**src/rtl/register_unit_sb.sv**
```systemverilog
// RISC-V integer register file with write-to-read bypass, pending-write
// scoreboard and a sequential clear engine.
module register_unit_sb #(
   parameter int XLEN   = 32,
   parameter int NREGS  = 32,
   parameter int BYPASS = 1,
   localparam int ADDR_W = $clog2(NREGS)
) (
   input  logic              clk,
   input  logic              rst_n,
   input  logic [ADDR_W-1:0] rs1,
   input  logic [ADDR_W-1:0] rs2,
   output logic [XLEN-1:0]   RURs1,
   output logic [XLEN-1:0]   RURs2,
   input  logic [ADDR_W-1:0] rd,
   input  logic [XLEN-1:0]   DataWr,
   input  logic              RUWr,
   input  logic              issue_vld,
   input  logic [ADDR_W-1:0] issue_rd,
   output logic              busy_rs1,
   output logic              busy_rs2,
   input  logic              clr_req,
   output logic              clr_busy
);

   typedef enum logic {S_IDLE, S_CLEAR} state_e;

   localparam logic [ADDR_W-1:0] LAST = ADDR_W'(NREGS - 1);
   localparam logic [ADDR_W-1:0] ONE  = ADDR_W'(1);

   state_e              state_q, state_d;
   logic [ADDR_W-1:0]   ptr_q, ptr_d;
   logic [XLEN-1:0]     regs_q [NREGS];
   logic [XLEN-1:0]     regs_d [NREGS];
   logic [NREGS-1:0]    sb_q, sb_d;
   logic                wr_en, iss_en;
   logic                fwd1, fwd2;

   assign wr_en  = RUWr && (rd != '0) && (state_q == S_IDLE);
   assign iss_en = issue_vld && (issue_rd != '0);

   always_comb begin
      state_d = state_q;
      ptr_d   = ptr_q;
      regs_d  = regs_q;
      sb_d    = sb_q;
      unique case (state_q)
         S_IDLE: begin
            if (wr_en) regs_d[rd] = DataWr;
            if (clr_req) begin
               state_d = S_CLEAR;
               ptr_d   = ONE;
               sb_d    = '0;
            end else begin
               // issue is applied after writeback so a collision leaves it set
               if (wr_en) sb_d[rd] = 1'b0;
               if (iss_en) sb_d[issue_rd] = 1'b1;
            end
         end
         S_CLEAR: begin
            regs_d[ptr_q] = '0;
            if (ptr_q == LAST) state_d = S_IDLE;
            else ptr_d = ptr_q + ONE;
         end
         default: state_d = S_IDLE;
      endcase
      sb_d[0] = 1'b0;
   end

   always_ff @(posedge clk or negedge rst_n) begin
      if (!rst_n) begin
         state_q <= S_IDLE;
         ptr_q   <= ONE;
         regs_q  <= '{default: '0};
         sb_q    <= '0;
      end else begin
         state_q <= state_d;
         ptr_q   <= ptr_d;
         regs_q  <= regs_d;
         sb_q    <= sb_d;
      end
   end

   assign fwd1 = (BYPASS != 0) && wr_en && (rd == rs1);
   assign fwd2 = (BYPASS != 0) && wr_en && (rd == rs2);

   assign RURs1 = (rs1 == '0) ? '0 : (fwd1 ? DataWr : regs_q[rs1]);
   assign RURs2 = (rs2 == '0) ? '0 : (fwd2 ? DataWr : regs_q[rs2]);

   assign busy_rs1 = (rs1 != '0) && sb_q[rs1] &&
                     !(fwd1 && !(issue_vld && issue_rd == rs1));
   assign busy_rs2 = (rs2 != '0) && sb_q[rs2] &&
                     !(fwd2 && !(issue_vld && issue_rd == rs2));

   assign clr_busy = (state_q == S_CLEAR);

endmodule

```
**config.mk**
```make
export PLATFORM = sky130hd
export DESIGN_NAME = register_unit_sb
export DESIGN_NICKNAME = d
export VERILOG_FILES = /design/src/rtl/register_unit_sb.sv
export SDC_FILE = /design/constraint.sdc
export NUM_CORES = 2
export LEC_CHECK = 0
export BUFFER_PORTS_ARGS = -buffer_cell sky130_fd_sc_hd__buf_4
export CAP_MARGIN = 0
export CELL_PAD_IN_SITES_DETAIL_PLACEMENT = 0
export CELL_PAD_IN_SITES_GLOBAL_PLACEMENT = 1
export CORE_AREA = 10 10 447 449
export DETAILED_ROUTE_END_ITERATION = 16
export DIE_AREA = 0 0 457 459
export PLACE_DENSITY_LB_ADDON = 0.05
export SLEW_MARGIN = 20
export SYNTH_ARGS = -nofsm -noshare
export SYNTH_HDL_FRONTEND = slang
export SYNTH_SLANG_ARGS = --single-unit
```
**constraint.sdc**
```tcl
create_clock -name clk -period 2.6 [get_ports clk]
set_clock_uncertainty 0.2 [all_clocks]
set_input_delay 0.13 -clock clk [delete_from_list [all_inputs] [get_ports clk]]
set_output_delay 0.13 -clock clk [all_outputs]
set_load 0.01 [all_outputs]
```
==> impl_metrics.py <==
metrics = {
    "synthesis": {
        "synth_largest_area_cell": "sky130_fd_sc_hd__dfrtp_1",
        "synth.avg_cell_area_um2": 12.9,
        "synth_cells": 4406,
        "netlist_area_um2": 57000,
        "post_synth_num_cell_types": 64,
        "synth-seq-area-share": 0.466,
        "synthTopCellsByArea": "sky130_fd_sc_hd__dfrtp_1, sky130_fd_sc_hd__a22o_1, sky130_fd_sc_hd__mux4_2",
        "synth_edf_count": 0,
        "yosys.area.top_type_share": 0.465,
        "syn_nets": 4468,
        "yosysWarningCount": 0,
        "top_ff_cell_synth": "sky130_fd_sc_hd__dfrtp_1",
        "postSynthRegisterBits": 1061,
        "async_flop_share": 1.00,
    },
    "power_and_ir_drop": {
        "p_leak_nw": 32.7,
        "ir_worst_vdd_mv": 0.602,
        "power.total_mw": 51.1,
        "clock_power_share": 0.387,
        "cellPowerDensity_nw_per_um2": 695,
        "power.share.sequential": 0.383,
        "power.net_switching_mw": 16.0,
        "sw_frac_of_total": 0.313,
        "power_frac_comb": 0.230,
        "internal_power_summed_over_all_cells_mw": 35.1,
    },
    "final_layout": {
        "mostFrequentLayoutCells": "sky130_fd_sc_hd__dfrtp_1, sky130_fd_sc_hd__a22o_1, sky130_fd_sc_hd__buf_4",
        "final_core_utilization": 0.385,
        "final_cell_area_um2": 73600,
        "synthToLayoutAreaGrowth_pct": 29.0,
        "commonest_non_fill_non_tap_cell_in_the_layout": "sky130_fd_sc_hd__dfrtp_1",
        "filler_cell_count": 17900,
        "layout_cell_share_with_drive_strength_beyond_1": 0.345,
        "finalNetCount": 4836,
        "stdcell_count": 7409,
    },
    "placed_design": {
        "detailedPlacementHpwl_mm": 183,
        "place.port_buffers": 123,
        "postPlaceCellArea_um2": 66000,
        "gp_congestion": 0.839,
        "placed_cells_incl_taps": 7060,
    },
    "floorplanning": {
        "dieArea_um2": 210000,
        "die_height_um": 459,
        "top_ports": 124,
        "rows": 161,
        "initial_utilization": 0.298,
        "die_x_um": 457,
        "floorplan.core_area_um2": 191000,
    },
    "route": {
        "avgRoutedWirePerCell_um": 37.9,
        "postRouteAntennaNets": 0,
        "finalWirelength_mm": 281,
        "viasPerCell": 6.11,
        "dr_total_vias": 45300,
        "drtPass1Iterations": 7,
        "drc_violation_count_after_routing": 0,
        "first_iter_violations": 4324,
    },
    "timing": {
        "timing.final.crit_share": 1.20,
        "layout_setup_ws_ns": -0.509,
        "timing.final.setup_violations": 66,
        "worst_slew_pin_slew_ns": 0.936,
        "max_freq_ghz": 0.322,
        "final.min_clock_period_ns": 3.11,
        "final_number_of_hold_violating_endpoints": 0,
        "final-max-slew-violation-count": 0,
        "rsz0062_at_grt": "yes",
        "setup_total_negative_slack_ns": -27.92,
        "slew_headroom": 0.376,
    },
    "outcome": {
        "status": "finished with violations",
        "failed_checks": "negative setup slack",
    },
    "critical_path": {
        "worst-endpoint-arrival_ns": 2.78,
        "critical_path.max_fanout": 6,
        "cp-end-kind": "primary output",
        "critPathLaunchType": "register",
        "worst-endpoint-required_ns": 2.27,
        "worstSetupPathType": "register to primary output",
    },
    "worst_hold_path": {
        "min_path_type": "primary input to register",
    },
    "clock_tree": {
        "insertion_delay_of_the_later_clocked_pin_in_the_worst_skew_pair_ns": 0.79,
        "worst_setup_hold_path_clk_slew_ns": 0.05,
        "h-tree-depth": 4,
        "tritoncts_buffers": 140,
        "clock_tree_from_tritoncts": "yes",
        "clock-sinks": 1061,
        "cts.path.max_buffers": 3,
        "clock-root-buffer": "sky130_fd_sc_hd__clkbuf_16",
    },
    "grt": {
        "grt.total_usage": 0.260,
        "pin_count_of_the_biggest_net_entering_global_routing": 105,
        "overflow": 0,
        "first_global_vias": 46200,
        "number_of_antenna_violations_at_the_first_check_in_global_routing": 10,
        "first_pass_grt_wire_length_mm": 392,
    },
    "run": {
        "max_cap_violations": 0,
    },
}
critical path, stage by stage, from the launching register on:
cell and delay (ns):
sky130_fd_sc_hd__dfrtp_2 0.42, sky130_fd_sc_hd__nor2b_2 0.13, sky130_fd_sc_hd__buf_6 0.14, sky130_fd_sc_hd__o21a_4 0.15, sky130_fd_sc_hd__nand4_4 0.13, sky130_fd_sc_hd__buf_12 0.21
sky130_fd_sc_hd__buf_12 0.14, sky130_fd_sc_hd__buf_12 0.14, sky130_fd_sc_hd__o221ai_4 0.10, sky130_fd_sc_hd__o221a_1 0.29, sky130_fd_sc_hd__buf_6 0.12
registers in the layout (all words and copies together), names as in the netlist:
name      flops
regs_q     1024
ptr_q         5
sb_q         31
clr_busy      1
cell families (layout without fill, tap and decap cells):
group,after synthesis,after routing,synth area share
AOI/OAI and AO/OA,1528,1528,0.218
DFF,1061,1061,0.466
muxes,806,806,0.226
buffers and inverters,595,1069,0.0472
and+or+nand+nor,388,388,0.0388
xor gates and xnor gates,23,23,0.00353
adders and majority gates,5,5,0.00110
other,0,3,0
timing repair:
action,CTS,global route
pin swaps,35,48
endpoints found under the setup margin,116,85
hold buffers,46,0
gates cloned,4,2
buffers inserted,30,30
resized for setup,260,151
hold endpoints to repair,2090,0
power by group through the flow:
| stage | sequential [mW] | combinational (mW) | clock (mW) |
|---|---|---|---|
| after floorplan | 19.2 | 5.60 | 0 |
| after global placement | 19.8 | 11.1 | 0 |
| after detailed placement | 19.8 | 11.1 | 0 |
| after CTS | 19.5 | 11.5 | 20.2 |
| after global routing | 19.8 | 12.3 | 20.8 |
| final | 19.6 | 11.7 | 19.8 |
routing by layer:
metal / GRT usage / routed length (µm) / up-vias
met5: 0 / 26 / -
met4: 0.0902 / 10300 / 4
met3: 0.0425 / 16900 / 432
met2: 0.407 / 129000 / 1772
met1: 0.365 / 125000 / 24800
li1: - / - / 18300
synth_stat cells, types with 39 or more instances:
cell type                  count
sky130_fd_sc_hd__dfrtp_1    1060
sky130_fd_sc_hd__a22o_1     1006
sky130_fd_sc_hd__mux4_2      380
sky130_fd_sc_hd__mux2i_1     368
sky130_fd_sc_hd__clkbuf_1    360
sky130_fd_sc_hd__a21oi_1     132
sky130_fd_sc_hd__buf_2       129
sky130_fd_sc_hd__a22oi_1     127
sky130_fd_sc_hd__nand2_1     107
sky130_fd_sc_hd__o21ai_0      99
sky130_fd_sc_hd__and2_1       89
sky130_fd_sc_hd__mux2_2       58
sky130_fd_sc_hd__nand3_1      41
sky130_fd_sc_hd__buf_1        39
through the flow:
step           hold WS, ns  worst slack (ns)
2_1_floorplan       -0.366             0.481
3_3_place_gp        -0.122            -0.715
3_5_place_dp        -0.132            -0.793
4_1_cts             0.0202            -0.691
5_1_grt             0.0878            -0.598
6_report            0.0670            -0.509
worst paths after layout:
| path | from | endpoint | depth (start not counted) | slack (ns) |
|---|---|---|---|---|
| setup reg to reg | clr_busy | regs_q[217] | 7 | 0.06 |
| hold / removal | RUWr | sb_q[2] | 7 | 0.07 |
| max in group asynchronous | rst_n | regs_q[958] | 5 | 0.95 |
| min in group asynchronous | rst_n | ptr_q[2] | 4 | 0.46 |
| setup / recovery | clr_busy | RURs2[7] | 10 | -0.51 |
| hold reg to reg | regs_q[1019] | regs_q[1019] | 1 | 0.30 |
area by class of cell:
class | instances | area (µm²) | area share
Sequential cell | 1061 | 26600 | 0.361
Multi-Input combinational cell | 2750 | 30000 | 0.407
Inverter | 12 | 48.8 | 0.000663
Timing Repair Buffer | 809 | 9240 | 0.126
Clock buffer | 223 | 4340 | 0.0589
Tap cell | 2526 | 3160 | 0.0429
Antenna cell | 3 | 7.51 | 0.000102
Clock inverter | 25 | 273 | 0.00371
No activity file was read; power rests on OpenSTA's default activity.
